## src/rtl/lsu_pkg.sv

```systemverilog
// rtl/lsu_pkg.sv - shared funct3 encodings, FSM states and alignment check for the load/store unit.
package lsu_pkg;

    localparam logic [2:0] F3_B  = 3'b000;
    localparam logic [2:0] F3_H  = 3'b001;
    localparam logic [2:0] F3_W  = 3'b010;
    localparam logic [2:0] F3_BU = 3'b100;
    localparam logic [2:0] F3_HU = 3'b101;

    typedef enum logic [2:0] {
        S_IDLE,
        S_LD_RD,
        S_ST_RD,
        S_ST_WR,
        S_RESP
    } lsu_state_e;

    // funct3[1] set covers W and the unsupported encodings 011/110/111, all handled as words.
    function automatic logic is_word(input logic [2:0] funct3);
        return funct3[1];
    endfunction

    function automatic logic is_misaligned(input logic [2:0] funct3, input logic [1:0] addr_lo);
        if (is_word(funct3)) begin
            return addr_lo != 2'b00;
        end else if (funct3[0]) begin
            return addr_lo[0];
        end else begin
            return 1'b0;
        end
    endfunction

endpackage

```

## src/rtl/lsu_align.sv

```systemverilog
// rtl/lsu_align.sv - little-endian sub-word extract/extend for loads and merge for stores.
module lsu_align
    import lsu_pkg::*;
#(
    parameter int DATA_W = 32
) (
    input  logic [DATA_W-1:0] word,
    input  logic [1:0]        offset,
    input  logic [2:0]        funct3,
    input  logic [DATA_W-1:0] wdata,
    output logic [DATA_W-1:0] load_data,
    output logic [DATA_W-1:0] store_word
);

    logic [7:0]  sel_byte;
    logic [15:0] sel_half;

    always_comb begin
        sel_byte   = 8'h00;
        sel_half   = 16'h0000;
        load_data  = word;
        store_word = wdata;

        case (offset)
            2'd0:    sel_byte = word[7:0];
            2'd1:    sel_byte = word[15:8];
            2'd2:    sel_byte = word[23:16];
            default: sel_byte = word[31:24];
        endcase
        // Halfwords use only offset[1], so a low-bit misalignment is silently aligned down.
        sel_half = offset[1] ? word[31:16] : word[15:0];

        if (!is_word(funct3)) begin
            if (funct3[0]) begin
                load_data  = {{16{sel_half[15] & ~funct3[2]}}, sel_half};
                store_word = offset[1] ? {wdata[15:0], word[15:0]}
                                       : {word[31:16], wdata[15:0]};
            end else begin
                load_data = {{24{sel_byte[7] & ~funct3[2]}}, sel_byte};
                case (offset)
                    2'd0:    store_word = {word[31:8], wdata[7:0]};
                    2'd1:    store_word = {word[31:16], wdata[7:0], word[7:0]};
                    2'd2:    store_word = {word[31:24], wdata[7:0], word[15:0]};
                    default: store_word = {wdata[7:0], word[23:0]};
                endcase
            end
        end
    end

endmodule

```

## src/rtl/lsu_ctrl.sv

```systemverilog
// rtl/lsu_ctrl.sv - MEM-stage load/store controller with read-modify-write sub-word stores.
// Optional LSU_MISALIGN_CHECK_EN: flag misaligned H/W accesses with rsp_err instead of aligning down.
module lsu_ctrl
    import lsu_pkg::*;
#(
    parameter int DM_ADDRESS = 9,
    parameter int DATA_W     = 32
) (
    input  logic                  clk,
    input  logic                  rst_n,
    input  logic                  req_valid,
    output logic                  req_ready,
    input  logic                  req_we,
    input  logic [2:0]            req_funct3,
    input  logic [DATA_W-1:0]     req_addr,
    input  logic [DATA_W-1:0]     req_wdata,
    output logic                  rsp_valid,
    output logic [DATA_W-1:0]     rsp_rdata,
    output logic                  rsp_err,
    output logic                  MemRead,
    output logic                  MemWrite,
    output logic [DM_ADDRESS-1:0] a,
    output logic [DATA_W-1:0]     wd,
    input  logic [DATA_W-1:0]     rd
);

    lsu_state_e            state;
    lsu_state_e            state_next;
    logic [2:0]            funct3_q;
    logic [1:0]            offset_q;
    logic [DM_ADDRESS-1:0] a_q;
    logic [DATA_W-1:0]     merged_q;
    logic [DATA_W-1:0]     rdata_q;
    logic [DATA_W-1:0]     load_data;
    logic [DATA_W-1:0]     store_word;
    logic                  req_mis;
    logic                  accept;
    logic                  unused_addr_hi;

    assign accept         = req_valid && (state == S_IDLE);
    assign unused_addr_hi = ^req_addr[DATA_W-1:DM_ADDRESS+2];

`ifdef LSU_MISALIGN_CHECK_EN
    logic err_q;

    assign req_mis = is_misaligned(req_funct3, req_addr[1:0]);

    always_ff @(posedge clk or negedge rst_n) begin
        if (!rst_n) begin
            err_q <= 1'b0;
        end else if (accept) begin
            err_q <= req_mis;
        end
    end

    assign rsp_err = (state == S_RESP) && err_q;
`else
    assign req_mis = 1'b0;
    assign rsp_err = 1'b0;
`endif

    lsu_align #(
        .DATA_W (DATA_W)
    ) u_align (
        .word       (rd),
        .offset     (offset_q),
        .funct3     (funct3_q),
        .wdata      (merged_q),
        .load_data  (load_data),
        .store_word (store_word)
    );

    always_ff @(posedge clk or negedge rst_n) begin
        if (!rst_n) begin
            state <= S_IDLE;
        end else begin
            state <= state_next;
        end
    end

    // merged_q holds the store data until ST_RD overwrites it with the merged word.
    always_ff @(posedge clk or negedge rst_n) begin
        if (!rst_n) begin
            funct3_q <= 3'b000;
            offset_q <= 2'b00;
            a_q      <= '0;
            merged_q <= '0;
            rdata_q  <= '0;
        end else begin
            if (accept) begin
                funct3_q <= req_funct3;
                offset_q <= req_addr[1:0];
                a_q      <= req_addr[DM_ADDRESS+1:2];
                merged_q <= req_wdata;
                rdata_q  <= '0;
            end
            if (state == S_LD_RD) begin
                rdata_q <= load_data;
            end
            if (state == S_ST_RD) begin
                merged_q <= store_word;
            end
        end
    end

    always_comb begin
        state_next = state;
        case (state)
            S_IDLE: begin
                if (accept) begin
                    if (req_mis) begin
                        state_next = S_RESP;
                    end else if (!req_we) begin
                        state_next = S_LD_RD;
                    end else if (is_word(req_funct3)) begin
                        state_next = S_ST_WR;
                    end else begin
                        state_next = S_ST_RD;
                    end
                end
            end
            S_LD_RD: state_next = S_RESP;
            S_ST_RD: state_next = S_ST_WR;
            S_ST_WR: state_next = S_RESP;
            S_RESP:  state_next = S_IDLE;
            default: state_next = S_IDLE;
        endcase
    end

    always_comb begin
        req_ready = (state == S_IDLE);
        rsp_valid = (state == S_RESP);
        rsp_rdata = rdata_q;
        MemRead   = (state == S_LD_RD) || (state == S_ST_RD);
        MemWrite  = (state == S_ST_WR);
        a         = a_q;
        wd        = (state == S_ST_WR) ? merged_q : '0;
    end

endmodule

```

## config.mk

```make
export PLATFORM = sky130hd
export DESIGN_NAME = lsu_ctrl
export DESIGN_NICKNAME = d
export VERILOG_FILES = /design/src/rtl/lsu_pkg.sv /design/src/rtl/lsu_align.sv /design/src/rtl/lsu_ctrl.sv
export SDC_FILE = /design/constraint.sdc
export NUM_CORES = 1
export LEC_CHECK = 0
export CAP_MARGIN = 15
export CELL_PAD_IN_SITES_DETAIL_PLACEMENT = 0
export CELL_PAD_IN_SITES_GLOBAL_PLACEMENT = 1
export CORE_MARGIN = 3
export CORE_UTILIZATION = 35
export DETAILED_ROUTE_END_ITERATION = 12
export GPL_TIMING_DRIVEN = 1
export PLACE_DENSITY = 0.86
export SYNTH_ARGS = -nofsm -noshare
export SYNTH_HDL_FRONTEND = slang
export SYNTH_HIERARCHICAL = 1
export SYNTH_SLANG_ARGS = --single-unit
```

## constraint.sdc

```tcl
create_clock -name clk -period 2.8 [get_ports clk]
set_clock_uncertainty 0.2 [all_clocks]
set_input_delay 0.28 -clock clk [delete_from_list [all_inputs] [get_ports clk]]
set_output_delay 0.28 -clock clk [all_outputs]
set_load 0.005 [all_outputs]
```

==> metrics <==
outcome finished, final reports clean; post-synthesis mux area share 0.234; number of global-route vias before repair between 4000 and 5000; DRC 0; final antenna-violating net count 0; crit path cell chain nor2b_4 > buf_4 > and3_1 > clkdlybuf4s50_1; IO buf count 158; HP Class primary input to asynchronous set/reset pin; Place WS between 0.4 and 0.5 ns; Gates resized, CTS repair 0; antenna violations before repair 0; commonest non-fill, non-tap cell in the layout clkdlybuf4s50_1; met1 wire length 7.02 mm; PD cells around 1100 nW/µm²; Yosys cell types between 40 and 50; Worst-Margin Slew 0.533 ns; CP peak stage delay roughly 0.52 ns; top layer in use met4; All-Layer GR Usage 0.195; critical path's top delay family buffers and inverters; Die X 127 µm; gpl congestion approximately 0.86; WL per Instance 19.4 µm; clock sink count 81; Overflow after GRT 0; largest family of logic cells by synthesized area multiplexers; fmax between 0.3 and 0.4 GHz; via count 4418; DRT iter0 DRCs approximately 270; n_diodes 0; Max-Cap Viols 0; largest net degree at the start of global routing 60; worst vdd ir just over 0.0004 V; #FFs+latches synth 81; worst rel slew slack 0.645; fin util 0.504; Crit Path Max Fanout 35; startpoint types flip-flop; Nets 737; synthesis warning total 6; Syn Area/Cell 10.5 µm²; met2 routed WL between 7 and 8 mm; Clock Root Buffer clkbuf_16; share of layout cells above drive strength 1 0.222; Tot Pwr a little under 8 mW; Layout area overhead 38.1%; clk slew on worst S/H paths ~0.060 ns; CTS Buffer Depth 2; RSZ-0062 raised after global routing no; Synth Area in Simple Gates 0.133; leakage 3.10 nW; Mapped Nets 596; Worst Setup End Kind output pin; # rows 43; CTS Buf Count 9; later-pin clock latency in the skew report roughly 0.33 ns; Worst EP required between 2 and 2.5 ns; worst path bufs/invs 2; adder-cell share of the synthesized area 0; post-route cell area 7130 µm²; max-slew violations 0; min Tclk post-route ~2.6 ns; area of the multi-input gates approximately 2800 µm²; routed length on met3 1.04 mm; H-tree Lvls 3; Synth Cell Area a little over 5000 µm²; Compound-Gate Fraction of Synth Area 0.171; critical path class flip-flop to output pin; area share of the largest cell type after synthesis 0.392; post-synthesis sequential area ratio 0.392; setup TNS 0 ns; Initial Util 0.365; register area 2030 µm²; critical path's slowest cell clkdlybuf4s50_1; WP data arrival around 2.1 ns; Synth area leader dfrtp_1; Routed Wire Length between 15 and 20 mm; Gate Count Post-Synth between 400 and 500; CTS tree built; commonest non-fill, non-tap cells in the layout 157 x clkdlybuf4s50_1, 80 x mux2_2, 79 x dfrtp_1; DP HPWL 12.1 mm; Synth area leaders dfrtp_1 39%, mux2_2 17%, a22o_1 6.4%, mux2_4 4.1%, and3_1 3.9%; Filler Cells Inserted 1254; PnR worst setup slack ~0.23 ns; DP Area approximately 6800 µm²; Final Cycle Share 0.916; drt via density between 5 and 6; first-pass GRT wire length 24.8 mm; post-route insts no fill ~820; Setup-failing EPs final 0; Final Hold Viols 0; Core Region 14100 µm²; Placed Cells 802; XOR/XNOR Fraction of Synth Area 0.00170; WHS 0.269 ns; DR pass1 iterations 4; Top-Level Pins around 180; die height 127 µm; die area ~16000 µm²
## kinds of logic after synthesis
group | after synthesis
AOI/OAI and AO/OA | 127
and+or+nand+nor | 125
muxes | 104
DFF | 81
buffers and inverters | 54
xor gates and xnor gates | 1
other | 1
## cell type report
| type | count | share of cell area |
|---|---|---|
| clock buffers | 10 | 0.0335 |
| clock inverters | 6 | 0.00947 |
| inverters | 8 | 0.00421 |
| multi-input cells | 358 | 0.393 |
| flip-flops and latches | 81 | 0.284 |
| well taps | 180 | 0.0316 |
| repair buffers | 176 | 0.244 |
## worst register-to-register path: stages (launching register included)
cell and delay (ns):
dfrtp_1 0.60, nor2b_4 0.19, a22o_1 0.23, a221oi_1 0.45
a21oi_1 0.08, mux2_2 0.28, mux2_2 0.26
## path summary, 6_finish.rpt
path,start,end,slack [ns],cells after the start
setup / recovery,state[2]$_DFFE_PN0P_,wd[0],0.23,4
hold / removal,rst_n,a[0]$_DFFE_PN0P_,0.27,2
setup reg to reg,funct3_q[0]$_DFFE_PN0P_,merged_q[27]$_DFFE_PN0P_,0.39,6
hold reg to reg,rsp_rdata[23]$_DFFE_PN0P_,rsp_rdata[23]$_DFFE_PN0P_,0.30,1
max in group asynchronous,rst_n,merged_q[6]$_DFFE_PN0P_,1.51,3
min in group clk,rsp_rdata[23]$_DFFE_PN0P_,rsp_rdata[23]$_DFFE_PN0P_,0.30,1
## what timing repair did
item | 4_1_cts | 5_1_grt
setup buffers | 0 | 0
endpoints found under the hold margin | 37 | 0
hold buffers | 1 | 0
## Yosys cell counts, drive strengths merged
cell type,number
a21oi,33
nor2,8
a221oi,5
nand2b,2
nor3b,1
nor4,1
nand2,52
a22oi,14
a311o,1
a22o,38
a32oi,2
and2,2
o211ai,1
mux2i,10
buf,28
and3,32
a21o,3
mux2,94
conb,1
a31oi,2
clkbuf,18
nor2b,18
a21boi,1
inv,8
dfrtp,81
and2b,1
or2,1
xnor2,1
nor3,4
o21ai,27
nand3,3
## layer usage
metal,vias up,track usage
met5,-,0
met4,0,0.0688
met3,27,0.0397
met2,192,0.309
met1,2116,0.265
li1,2083,-
## sequential cells by signal, summed over array words and instances, names as in the netlist
signal     cells
a              9
funct3_q       3
rsp_rdata     32
merged_q      32
state          3
offset_q       2
## power breakdown
group / switching, mW / internal, mW
registers: 0.562 / 1.69
logic: 2.07 / 2.43
clock network: 0.472 / 0.716
(Power assumes the default switching activity.)
